$ cat src/rtl/conv_window_feeder.sv
// conv_window_feeder: serial weight loader and raster-to-3x3-window feeder for the convolution engine
module conv_window_feeder #(
  parameter int IMG_W = 8,
  parameter int IMG_H = 8
) (
  input  logic        clk,
  input  logic        rst_n,
  input  logic        w_valid,
  input  logic [7:0]  w_in,
  output logic        w_ready,
  input  logic        pix_valid,
  input  logic [7:0]  pix_in,
  output logic        pix_ready,
  output logic        weight_valid,
  output logic [71:0] weight_bus,
  output logic        in_valid,
  output logic [71:0] ifm_bus,
  output logic        frame_done
);
  localparam int CW = $clog2(IMG_W);
  localparam int RW = $clog2(IMG_H);
  localparam logic [CW-1:0] COL_MAX = CW'(IMG_W - 1);
  localparam logic [RW-1:0] ROW_MAX = RW'(IMG_H - 1);
  typedef enum logic [1:0] {IDLE, LOAD_W, READY, STREAM} state_t;
  state_t state;
  logic [CW-1:0] col;
  logic [RW-1:0] row;
  logic [3:0] wcnt;
  logic [7:0] lb1 [IMG_W];
  logic [7:0] lb2 [IMG_W];
  logic [7:0] win [9];
  logic [7:0] nwin [9];
  logic [7:0] wsh [8];
  logic w_acc, p_acc, last_col, last_pix, win_ok;
  assign w_ready = state != STREAM;
  assign pix_ready = state == STREAM || (state == READY && !w_valid);
  assign w_acc = w_valid && w_ready;
  assign p_acc = pix_valid && pix_ready;
  assign last_col = col == COL_MAX;
  assign last_pix = last_col && row == ROW_MAX;
  assign win_ok = row >= RW'(2) && col >= CW'(2);
  always_comb begin
    for (int r = 0; r < 3; r++) begin
      nwin[3*r]   = win[3*r+1];
      nwin[3*r+1] = win[3*r+2];
    end
    nwin[2] = lb2[col];
    nwin[5] = lb1[col];
    nwin[8] = pix_in;
  end
  always_ff @(posedge clk or negedge rst_n) begin
    if (!rst_n) begin
      state        <= IDLE;
      col          <= '0;
      row          <= '0;
      wcnt         <= '0;
      weight_bus   <= '0;
      ifm_bus      <= '0;
      weight_valid <= 1'b0;
      in_valid     <= 1'b0;
      frame_done   <= 1'b0;
      for (int i = 0; i < IMG_W; i++) begin
        lb1[i] <= '0;
        lb2[i] <= '0;
      end
      for (int i = 0; i < 9; i++) win[i] <= '0;
      for (int i = 0; i < 8; i++) wsh[i] <= '0;
    end else begin
      weight_valid <= 1'b0;
      in_valid     <= 1'b0;
      frame_done   <= 1'b0;
      case (state)
        IDLE, READY: begin
          if (w_acc) begin
            wsh[0] <= w_in;
            wcnt   <= 4'd1;
            state  <= LOAD_W;
          end else if (p_acc) begin
            state <= STREAM;
          end
        end
        LOAD_W: begin
          if (w_acc) begin
            wcnt <= wcnt == 4'd8 ? 4'd0 : wcnt + 4'd1;
            if (wcnt == 4'd8) begin
              weight_bus   <= {w_in, wsh[7], wsh[6], wsh[5], wsh[4], wsh[3], wsh[2], wsh[1], wsh[0]};
              weight_valid <= 1'b1;
              state        <= READY;
            end else begin
              wsh[wcnt[2:0]] <= w_in;
            end
          end
        end
        STREAM: if (p_acc && last_pix) state <= READY;
      endcase
      if (p_acc) begin
        lb2[col] <= lb1[col];
        lb1[col] <= pix_in;
        for (int i = 0; i < 9; i++) win[i] <= nwin[i];
        if (win_ok) begin
          ifm_bus    <= {nwin[8], nwin[7], nwin[6], nwin[5], nwin[4], nwin[3], nwin[2], nwin[1], nwin[0]};
          in_valid   <= 1'b1;
          frame_done <= last_pix;
        end
        col <= last_col ? '0 : col + 1'b1;
        row <= last_col ? (last_pix ? '0 : row + 1'b1) : row;
      end
    end
  end
endmodule

$ cat config.mk
export PLATFORM = sky130hd
export DESIGN_NAME = conv_window_feeder
export DESIGN_NICKNAME = d
export VERILOG_FILES = /design/src/rtl/conv_window_feeder.sv
export SDC_FILE = /design/constraint.sdc
export NUM_CORES = 1
export LEC_CHECK = 0
export ABC_AREA = 1
export CORE_AREA = 2 2 176 178
export DETAILED_ROUTE_END_ITERATION = 8
export DIE_AREA = 0 0 178 180
export PLACE_DENSITY = 0.77
export SLEW_MARGIN = 20
export SYNTH_ARGS = -nofsm -noshare
export SYNTH_HDL_FRONTEND = slang
export SYNTH_SLANG_ARGS = --single-unit
$ cat constraint.sdc
create_clock -name clk -period 2.21 [get_ports clk]
set_input_delay 0.663 -clock clk [delete_from_list [all_inputs] [get_ports clk]]
set_output_delay 0.663 -clock clk [all_outputs]
set_load 0.01 [all_outputs]
==> results of run 1 <==
[final timing paths]
path	startpoint	slack [ps]	to
setup / recovery	ifm_bus[32]$_DFFE_PN0P_	60	ifm_bus[32]
hold / removal	rst_n	20	weight_bus[3]$_DFFE_PN0P_
setup reg to reg	wcnt[0]$_DFFE_PN0P_	210	weight_bus[4]$_DFFE_PN0P_
hold reg to reg	nwin[47]$_DFFE_PN0P_	470	ifm_bus[31]$_DFFE_PN0P_
max in group asynchronous	rst_n	1440	ifm_bus[57]$_DFFE_PN0P_
min in group clk	nwin[47]$_DFFE_PN0P_	470	ifm_bus[31]$_DFFE_PN0P_
[layout make-up]
cell class	count	area [sq um]	area share
timing repair buffer	236	2610	0.127
clock inverter	16	171	0.00836
tap	396	495	0.0242
inverter	197	739	0.0361
clock buffer	57	1220	0.0594
multi-input combinational	1215	5270	0.257
sequential	399	9990	0.487
[sequential cells by signal, indices dropped and copies added (netlist names)]
signal and flops:
col 3, frame_done 1, ifm_bus 72, in_valid 1, lb1 64, lb2 64, nwin 48, row 3
state 2, wcnt 4, weight_bus 72, weight_valid 1, wsh 64
[through the flow]
stage	utilization	hold WS, ps
final	0.679	22.1
after global routing	0.679	31.4
after CTS	0.678	25.2
after detailed placement	0.632	454
after global placement	0.632	449
after floorplan	-	367
[cell usage in the layout, fill, tap and decap left out, types with 2 or more instances in the layout]
cell type,count
sky130_fd_sc_hd__a21oi_1,3
sky130_fd_sc_hd__buf_12,33
sky130_fd_sc_hd__buf_4,35
sky130_fd_sc_hd__bufinv_16,3
sky130_fd_sc_hd__clkbuf_1,4
sky130_fd_sc_hd__clkbuf_16,42
sky130_fd_sc_hd__clkbuf_8,11
sky130_fd_sc_hd__clkdlybuf4s50_1,164
sky130_fd_sc_hd__clkinv_1,2
sky130_fd_sc_hd__clkinv_2,10
sky130_fd_sc_hd__clkinvlp_4,2
sky130_fd_sc_hd__dfrtp_1,397
sky130_fd_sc_hd__dfrtp_2,2
sky130_fd_sc_hd__dlygate4sd2_1,2
sky130_fd_sc_hd__ha_1,8
sky130_fd_sc_hd__inv_1,186
sky130_fd_sc_hd__inv_2,9
sky130_fd_sc_hd__nand2_1,787
sky130_fd_sc_hd__nand2_2,4
sky130_fd_sc_hd__nand3_1,77
sky130_fd_sc_hd__nand3_4,2
sky130_fd_sc_hd__nor2_1,20
sky130_fd_sc_hd__nor2_2,10
sky130_fd_sc_hd__nor2_4,11
sky130_fd_sc_hd__o21a_1,2
sky130_fd_sc_hd__o21ai_0,259
sky130_fd_sc_hd__o21ai_1,24
[layer usage]
| metal | wire length (microns) | global-route usage | vias up |
|---|---|---|---|
| met2 | 20200 | 0.435 | 407 |
| met5 | 0 | 0 | - |
| met1 | 16900 | 0.352 | 6376 |
| met3 | 2070 | 0.0355 | 76 |
| met4 | 1030 | 0.0761 | 0 |
| li1 | - | - | 6272 |
[power groups by stage]
| stage | Combinational, mW | Clock [mW] | Sequential, mW |
|---|---|---|---|
| detailed placement | 9.36 | 0 | 11.4 |
| global route | 10.6 | 7.44 | 11.6 |
| global placement | 9.04 | 0 | 11.3 |
| finish | 9.50 | 7.03 | 11.4 |
| floorplan | 5.09 | 0 | 11.3 |
| CTS | 9.48 | 7.12 | 11.3 |
[kinds of logic (layout without fill, tap and decap cells)]
kind of cell               count (synthesis)  count (layout)  synth area share
AOI/OAI and AO/OA                        290             290            0.0893
xor gates and xnor gates                   1               1          0.000534
adders and majority gates                  8               8           0.00611
buffers and inverters                    284             506            0.0705
DFF                                      399             399             0.609
and+or+nand+nor                          916             916             0.224
[what timing repair did]
item / CTS / global route
setup endpoints to repair: 2 / 1
gates resized for setup: 7 / 0
endpoints found under the hold margin: 0 / 0
pin swaps: 1 / 0
setup buffers: 0 / 2
==> flow_summary.html, run 1 <==
<table>
<tr><th>Metric</th><th>Value</th></tr>
<tr><th colspan="2">Finish</th></tr>
<tr><td>Fin cells</td><td>2516</td></tr>
<tr><td>Final instance area</td><td>20500 sq um</td></tr>
<tr><td>Final net count</td><td>2118</td></tr>
<tr><td>Final antenna diode count</td><td>0</td></tr>
<tr><td>Fraction of layout instances using a drive strength above 1</td><td>0.0854</td></tr>
<tr><td>Area added between synthesis and finish</td><td>25.0%</td></tr>
<tr><td>Layout filler cell count</td><td>2266</td></tr>
<tr><th colspan="2">Power</th></tr>
<tr><td>Power per cell area</td><td>1360 nW/um^2</td></tr>
<tr><td>Max VDD drop</td><td>0.908 mV</td></tr>
<tr><td>Power, Total</td><td>27.9 mW</td></tr>
<tr><td>Sequential share of power</td><td>0.407</td></tr>
<tr><td>Net switching power figure</td><td>9.95 mW</td></tr>
<tr><td>Share of total power in the clock network</td><td>0.252</td></tr>
<tr><td>Net Sw Frac</td><td>0.357</td></tr>
<tr><td>Leakage component of the power</td><td>10.3 nW</td></tr>
<tr><td>Combinational group share of total power</td><td>0.341</td></tr>
<tr><td>Cell internal power dissipation</td><td>17.9 mW</td></tr>
<tr><th colspan="2">Floorplan</th></tr>
<tr><td>Floorplan Core Area</td><td>approximately 30000 sq um</td></tr>
<tr><td>Full die area</td><td>32000 sq um</td></tr>
<tr><td>Starting utilization of the core area</td><td>0.543</td></tr>
<tr><td>Width of the die</td><td>178 microns</td></tr>
<tr><td>IO Count</td><td>169</td></tr>
<tr><td>Die Ht</td><td>180 microns</td></tr>
<tr><td>Number of rows in the core area</td><td>64</td></tr>
<tr><th colspan="2">Timing</th></tr>
<tr><td>Post-layout minimum cycle time</td><td>2150 ps</td></tr>
<tr><td>Unrepaired setup endpoints after global routing</td><td>no</td></tr>
<tr><td>Transition time at the pin with the least slew margin</td><td>623 ps</td></tr>
<tr><td>Final worst-path cycle share</td><td>0.975</td></tr>
<tr><td>Hold violation total from the final report</td><td>0</td></tr>
<tr><td>Headroom to the max-slew limit</td><td>0.584</td></tr>
<tr><td>Maximum frequency from static timing analysis</td><td>464 MHz</td></tr>
<tr><td>Setup ws final</td><td>55.2 ps</td></tr>
<tr><td>Final Max Slew Viols</td><td>0</td></tr>
<tr><td>Fin Setup TNS</td><td>0 ps</td></tr>
<tr><td>Fin Clk Skew</td><td>29.3 ps</td></tr>
<tr><td>Final setup fails</td><td>0</td></tr>
<tr><th colspan="2">Synth</th></tr>
<tr><td>Count of mapped cells out of synthesis</td><td>1898</td></tr>
<tr><td>Synth warnings</td><td>0</td></tr>
<tr><td>Dominant cell type by area after synthesis</td><td>sky130_fd_sc_hd__dfrtp_1</td></tr>
<tr><td>Cell types occupying the most area after synthesis</td><td>sky130_fd_sc_hd__dfrtp_1, sky130_fd_sc_hd__nand2_1, sky130_fd_sc_hd__o21ai_0</td></tr>
<tr><td>FFs w/ async S/R, synth</td><td>1.00</td></tr>
<tr><td>Mapped Area</td><td>16400 sq um</td></tr>
<tr><td>Most frequent cell after synthesis</td><td>sky130_fd_sc_hd__nand2_1</td></tr>
<tr><td>Sequential fraction of the synthesis area</td><td>0.609</td></tr>
<tr><td>Most used DFF post-synth</td><td>sky130_fd_sc_hd__dfrtp_1</td></tr>
<tr><td>Flip-flop and latch count after synthesis</td><td>399</td></tr>
<tr><td>Number of flops mapped to enable cells by yosys</td><td>0</td></tr>
<tr><td>Synth top area share</td><td>0.609</td></tr>
<tr><td>Library cells used by synthesis</td><td>26</td></tr>
<tr><td>Commonest cells post-synth</td><td>sky130_fd_sc_hd__nand2_1, sky130_fd_sc_hd__dfrtp_1, sky130_fd_sc_hd__o21ai_0, sky130_fd_sc_hd__inv_1, sky130_fd_sc_hd__nand3_1</td></tr>
<tr><td>Per-instance average area after synthesis</td><td>8.64 sq um</td></tr>
<tr><td>Post-Syn Nets</td><td>1926</td></tr>
<tr><th colspan="2">Run</th></tr>
<tr><td>Maximum Capacitance Violations</td><td>0</td></tr>
<tr><th colspan="2">Clocking</th></tr>
<tr><td>CTS tree</td><td>yes</td></tr>
<tr><td>TritonCTS buffer count</td><td>41</td></tr>
<tr><td>Largest buffer count on any clock path</td><td>3</td></tr>
<tr><td>Cts-stage hold buffer count</td><td>0</td></tr>
<tr><td>Cell chosen for the clock root</td><td>sky130_fd_sc_hd__clkbuf_16</td></tr>
<tr><td>Clk pin slew, worst setup/hold paths</td><td>around 60 ps</td></tr>
<tr><td>Clock Sink Count</td><td>between 300 and 400</td></tr>
<tr><td>H-tree levels</td><td>2</td></tr>
<tr><td>Clock latency at the later pin of the worst-skew pair</td><td>between 500 and 600 ps</td></tr>
<tr><th colspan="2">Setup path</th></tr>
<tr><td>Kind of end point of the critical path</td><td>output pin</td></tr>
<tr><td>Worst Setup Path Type</td><td>register to output pin</td></tr>
<tr><td>Critical-path maximum fanout</td><td>2</td></tr>
<tr><td>Worst-case reg-to-reg path depth</td><td>9</td></tr>
<tr><td>Cell-by-cell trace of the critical path</td><td>clkdlybuf4s50_1</td></tr>
<tr><td>CP max stage cell</td><td>sky130_fd_sc_hd__clkdlybuf4s50_1</td></tr>
<tr><td>Worst path required time</td><td>1550 ps</td></tr>
<tr><td>Number of gates on the worst path with buffers counted</td><td>1</td></tr>
<tr><td>Worst stage delay on the critical path</td><td>560 ps</td></tr>
<tr><td>Cell class contributing the biggest share of worst-path delay</td><td>buffers and inverters</td></tr>
<tr><td>Worst Path Buf+Inv</td><td>1</td></tr>
<tr><td>Kind of launch point of the worst setup path</td><td>register</td></tr>
<tr><td>Data arrival time of the critical path</td><td>1490 ps</td></tr>
<tr><th colspan="2">Detailed routing</th></tr>
<tr><td>1st-pass router iterations</td><td>6</td></tr>
<tr><td>Antenna Nets Post-Route</td><td>0</td></tr>
<tr><td>Iter 0 DRT Violations</td><td>around 1200</td></tr>
<tr><td>Total number of vias</td><td>13100</td></tr>
<tr><td>Post-DR wirelength/cell</td><td>15.9 microns</td></tr>
<tr><td>Post-Route WL</td><td>40100 microns</td></tr>
<tr><td>DRC Markers</td><td>0</td></tr>
<tr><td>Via count normalized by instance count</td><td>approximately 5.2</td></tr>
<tr><th colspan="2">Status</th></tr>
<tr><td>Run status</td><td>finished, final reports clean</td></tr>
<tr><th colspan="2">Placement</th></tr>
<tr><td>Detail Placement HPWL</td><td>26000 microns</td></tr>
<tr><td>Placed inst area</td><td>roughly 19000 sq um</td></tr>
<tr><td>Post-placement setup slack</td><td>-326 ps</td></tr>
<tr><td>Inst Count DP</td><td>2441</td></tr>
<tr><td>Number of input and output port buffers inserted</td><td>between 150 and 200</td></tr>
<tr><td>Routability cong.</td><td>~0.85</td></tr>
<tr><th colspan="2">Global routing</th></tr>
<tr><td>Number of global-route vias before repair</td><td>~13000</td></tr>
<tr><td>Initial antenna violation count</td><td>0</td></tr>
<tr><td>Global-route wire length before repair</td><td>around 67000 microns</td></tr>
<tr><td>Largest net degree at the start of global routing</td><td>80</td></tr>
<tr><td>Total global routing overflow</td><td>0</td></tr>
<tr><td>GRT Total Usage</td><td>0.259</td></tr>
<tr><th colspan="2">Hold path</th></tr>
<tr><td>Type of the most critical hold path</td><td>primary input to asynchronous set/reset pin</td></tr>
</table>
(Power assumes the default switching activity.)
==> run 2: changes to the inputs <==
- GPL_ROUTABILITY_DRIVEN: not set -> 0
==> results of run 2 <==
No change in the layout: final DEF, timing and power equal those of run 1.
